File: config.mk
export PLATFORM = sky130hd
export DESIGN_NAME = multi_port_fifo
export DESIGN_NICKNAME = d
export VERILOG_FILES = /design/src/rtl/multi_port_fifo.sv
export SDC_FILE = /design/constraint.sdc
export NUM_CORES = 1
export LEC_CHECK = 0
export CORE_MARGIN = 2
export CORE_UTILIZATION = 30
export DETAILED_ROUTE_END_ITERATION = 6
export GPL_TIMING_DRIVEN = 0
export HOLD_SLACK_MARGIN = 0.05
export SLEW_MARGIN = 20
export SYNTH_ARGS = -nofsm -noshare
export SYNTH_HDL_FRONTEND = slang
export SYNTH_SLANG_ARGS = --single-unit
File: constraint.sdc
create_clock -name clk -period 3.35 [get_ports clk]
set_input_delay 0.5025 -clock clk [delete_from_list [all_inputs] [get_ports clk]]
set_output_delay 0.5025 -clock clk [all_outputs]
set_load 0.02 [all_outputs]
File: src/rtl/multi_port_fifo.sv
// multi_port_fifo: multi-lane synchronous FIFO with flush, occupancy counts and overflow flag
module multi_port_fifo #(
  parameter int DATA_WIDTH = 32,
  parameter int DEPTH      = 16,
  parameter int WR_PORTS   = 2,
  parameter int RD_PORTS   = 2
) (
  input  logic                             clk,
  input  logic                             rst,
  input  logic                             flush,
  input  logic [WR_PORTS-1:0]              wr_en,
  input  logic [WR_PORTS*DATA_WIDTH-1:0]   wr_data,
  input  logic [RD_PORTS-1:0]              rd_en,
  output logic [RD_PORTS*DATA_WIDTH-1:0]   rd_data,
  output logic [RD_PORTS-1:0]              rd_valid,
  output logic [$clog2(DEPTH+1)-1:0]       count,
  output logic [$clog2(DEPTH+1)-1:0]       free_cnt,
  output logic                             empty,
  output logic                             full,
  output logic                             wr_overflow
);
  localparam int AW = $clog2(DEPTH);
  localparam int CW = $clog2(DEPTH+1);
  logic [DATA_WIDTH-1:0] mem_q [DEPTH];
  logic [AW-1:0] head_q, tail_q;
  logic [CW-1:0] count_q, count_d, n_wr, n_rd;
  logic [AW-1:0] off [WR_PORTS];
  logic acc, run, ovf_q;
  assign count       = count_q;
  assign free_cnt    = CW'(DEPTH) - count_q;
  assign empty       = count_q == '0;
  assign full        = free_cnt < CW'(WR_PORTS);
  assign wr_overflow = ovf_q;
  for (genvar g = 0; g < RD_PORTS; g++) begin : g_rd
    assign rd_valid[g] = count_q > CW'(g);
    assign rd_data[g*DATA_WIDTH +: DATA_WIDTH] = mem_q[head_q + AW'(g)];
  end
  // Compact write lanes, decide whole-group acceptance, and measure the leading pop run
  always_comb begin
    n_wr = '0;
    for (int i = 0; i < WR_PORTS; i++) begin
      off[i] = n_wr[AW-1:0];
      n_wr   = n_wr + CW'(wr_en[i]);
    end
    acc  = n_wr <= free_cnt;
    run  = 1'b1;
    n_rd = '0;
    for (int i = 0; i < RD_PORTS; i++) begin
      run  = run & rd_en[i] & rd_valid[i];
      n_rd = n_rd + CW'(run);
    end
    count_d = count_q + (acc ? n_wr : '0) - n_rd;
  end
  // Pointers, occupancy and overflow pulse; flush clears like reset
  always_ff @(posedge clk) begin
    if (rst || flush) begin
      head_q  <= '0;
      tail_q  <= '0;
      count_q <= '0;
      ovf_q   <= 1'b0;
    end else begin
      head_q  <= head_q + n_rd[AW-1:0];
      tail_q  <= tail_q + (acc ? n_wr[AW-1:0] : '0);
      count_q <= count_d;
      ovf_q   <= !acc;
    end
  end
  // Storage is never cleared; accepted lanes land at consecutive slots from tail
  always_ff @(posedge clk) begin
    if (!rst && !flush && acc)
      for (int i = 0; i < WR_PORTS; i++)
        if (wr_en[i]) mem_q[tail_q + off[i]] <= wr_data[i*DATA_WIDTH +: DATA_WIDTH];
  end
endmodule
==> results.py <==
metrics = {
    "final_layout": {
        "stdcell_area_sq_um": 38600,
        "multi_input_area_sq_um": 14100,
        "synthToLayoutAreaGrowth_pct": 25.9,
        "fill_cells": 9461,
        "nNetsFinal": 2435,
        "final_util_pct": 38.0,
        "register_area_sq_um": 15700,
        "final_cell_mix": "512 x o2bb2ai_1, 512 x edfxtp_1, 288 x mux4_2, 149 x nand2_1, 145 x buf_2",
        "drive_gt1_share_pct": 35.4,
    },
    "floorplanning": {
        "fp.dieW_um": 324,
        "io_pins": 150,
        "core-area_sq_um": 102000,
        "die_area_sq_um": 105000,
        "start_util_pct": 30.2,
        "rows": 117,
        "fp.dieH_um": 324,
    },
    "sta": {
        "hold_viol_final": 0,
        "max_freq_mhz": 290,
        "relSlewSlack_pct": 33.8,
        "worst_slew_pin_slew_ns": 0.993,
        "setup-violations-final": 34,
        "slew_viol_final": 0,
        "min_period_ns": 3.45,
        "rsz0062_at_grt": "true",
        "post-route-period-util_pct": 103,
        "setup_slack_ns": -0.0964,
        "finClkSkew_ns": 0.0324,
        "fin_tns_setup_ns": -0.995,
    },
    "logic_synthesis": {
        "synthesis.area_sq_um": 30700,
        "avgSynthCellArea_sq_um": 15.0,
        "synth_edf_count": 512,
        "ys.flop_type": "edfxtp_1",
        "yosysTopAreaCellShare_pct": 50.1,
        "synth_warnings": 0,
        "synth_nets": 2149,
        "yosysSeqAreaShare_pct": 51.0,
        "synth_cells": 2052,
        "synth_cell_types": 48,
        "synthArstFlopShare_pct": 0,
        "synth_seq_cells": 526,
        "synth_area_leader_cell": "edfxtp_1",
        "synth_area_leaders": "edfxtp_1 50%, mux4_2 21%, o2bb2ai_1 15%",
    },
    "drt": {
        "wl_um": 141000,
        "wire_per_inst_um": 37.4,
        "ant_nets": 0,
        "first_iter_violations": 3863,
        "dr.pass1.iters": 6,
        "vias_per_cell": 6.60,
        "vias": 24800,
        "drc_errors": 0,
    },
    "setup_path": {
        "crit_start": "head_q[0]$_SDFF_PP0_",
        "end_kind": "primary output",
        "rrSetupSlack_ns": 0.02,
        "r2r-end": "mem_q[7][17]$_DFFE_PP_",
        "crit_fanout": 6,
        "worstPathArrival_ns": 2.94,
        "startpoint_type": "register",
        "reg2reg_depth": 7,
        "regToRegStartpoint": "tail_q[0]$_SDFF_PP0_",
        "worstSetupPathType": "register to primary output",
        "required_ns": 2.85,
    },
    "placement": {
        "hpwl_um": 95700,
        "pre_cts_slack_ns": -0.975,
        "portBuffers": 117,
        "gp_congestion": 0.944,
        "dpl_cell_area_sq_um": 34600,
    },
    "min_path": {
        "min-delay-path-class": "input port to register",
        "hold-path-cell-count": 2,
        "hold_start": "wr_data[16]",
        "hold-path-endpoint": "mem_q[3][16]$_DFFE_PP_",
    },
    "clock_network": {
        "clock_path_buffers": 3,
        "cts_inserted_buffers": 57,
        "cts.sinks": 526,
        "clk-insertion-delay-late_ns": 0.66,
        "ctsHtreeMaxLevel": 2,
        "clkSlewWorstSetupHoldPaths_ns": 0.07,
        "cts_tree": "done",
        "holdBufCountCts": 0,
        "cts-root-buf": "clkbuf_16",
    },
    "outcome": {
        "run_status": "complete, but fails checks",
        "violations": "setup timing",
    },
    "grt": {
        "grt_pass1_wl_um": 190000,
        "grt_antenna_before_repair": 12,
        "grt_usage_pct": 26.2,
        "grt_max_degree": 16,
        "grt_pass1_vias": 24700,
        "grt_overflow": 0,
    },
    "pwr": {
        "p_leak_nw": 11.7,
        "p_total_w": 0.0231,
        "peakVddDrop_v": 0.000855,
        "power.density_nw_per_um2": 598,
    },
    "job": {
        "cap_violations": 0,
    },
}
-- logic make-up (layout without fill, tap and decap cells) --
group,Yosys count,in the layout,share of synthesized area (%)
compound gates,612,612,16.9
flops,526,526,51.0
other cells,0,5,0
mux,313,313,22.0
fa+ha+maj,26,26,1.16
xor+xnor,10,10,0.285
simple gates,266,266,3.94
buf+inv,299,630,4.77
-- worst max-delay path by stage --
stage / slack, ns / endpoint
final: -0.1 / rd_data[42]
after CTS: -0.08 / rd_data[52]
after global placement: -3.76 / mem_q[5][13]$_DFFE_PP_
after global routing: -0.11 / count[4]$_SDFF_PP0_
after detailed placement: -0.98 / mem_q[14][21]$_DFFE_PP_
after floorplan: -0.27 / mem_q[9][0]$_DFFE_PP_
-- synth_stat cells (5+ instances only) --
| master | count |
|---|---|
| a211oi_1 | 32 |
| a21oi_1 | 31 |
| a22oi_1 | 16 |
| a31oi_1 | 7 |
| and2_1 | 30 |
| and3_1 | 5 |
| buf_1 | 32 |
| buf_2 | 152 |
| buf_4 | 18 |
| buf_6 | 11 |
| clkbuf_1 | 62 |
| dfxtp_1 | 14 |
| edfxtp_1 | 512 |
| ha_1 | 22 |
| inv_1 | 24 |
| mux2i_1 | 25 |
| mux4_2 | 288 |
| nand2_1 | 150 |
| nand3_1 | 17 |
| nor2_1 | 31 |
| nor2b_1 | 11 |
| o2bb2ai_1 | 512 |
| xnor2_1 | 6 |
-- final cells by class --
cell class | count | share of cell area (%)
timing repair buffer | 228 | 7.50
antenna | 5 | 0.0324
inverter | 24 | 0.249
clock buffer | 69 | 3.81
sequential | 526 | 40.6
multi-input combinational | 1227 | 36.4
buffer | 274 | 6.00
clock inverter | 35 | 0.959
tap | 1368 | 4.43
-- metal layers --
metal | global-route usage [%] | part of all wire [%] | vias to the layer above
li1 | - | - | 9255
met1 | 31.7 | 34 | 12400
met2 | 39.4 | 44 | 2456
met3 | 10.2 | 15 | 617
met4 | 15.4 | 7.4 | 16
met5 | 0 | 0.083 | -
-- power by group --
part / internal (W) / switching [W] / leakage (nW)
clock network: 0.00366 / 0.00278 / 0.897
registers: 0.00743 / 0.000104 / 4.73
logic: 0.00396 / 0.00515 / 6.09
total: 0.0150 / 0.00804 / 11.7
-- per-stage QoR --
step	instances	hold slack [ns]
floorplan	2052	0.574
global placement	3537	0.660
detailed placement	3569	0.681
CTS	3724	0.303
global route	3754	0.342
finish	3756	0.321
-- sequential cells by signal, summed over array words and instances, names as in the netlist --
register and cells:
mem_q 512, count 5, head_q 4, tail_q 4, wr_overflow 1
-- timing repair --
item	in CTS	in global routing
endpoints found under the setup margin	415	222
gates cloned	4	3
resized for setup	524	110
setup buffers	48	25
pin swaps	19	10
-- worst max-delay path: stages (launching register included) --
cell	delay (ns)
dfxtp_4	0.40
buf_12	0.15
buf_16	0.13
buf_12	0.15
buf_16	0.16
mux4_2	0.52
mux4_2	0.58
buf_2	0.20
Power figures use the tool's default switching activity.
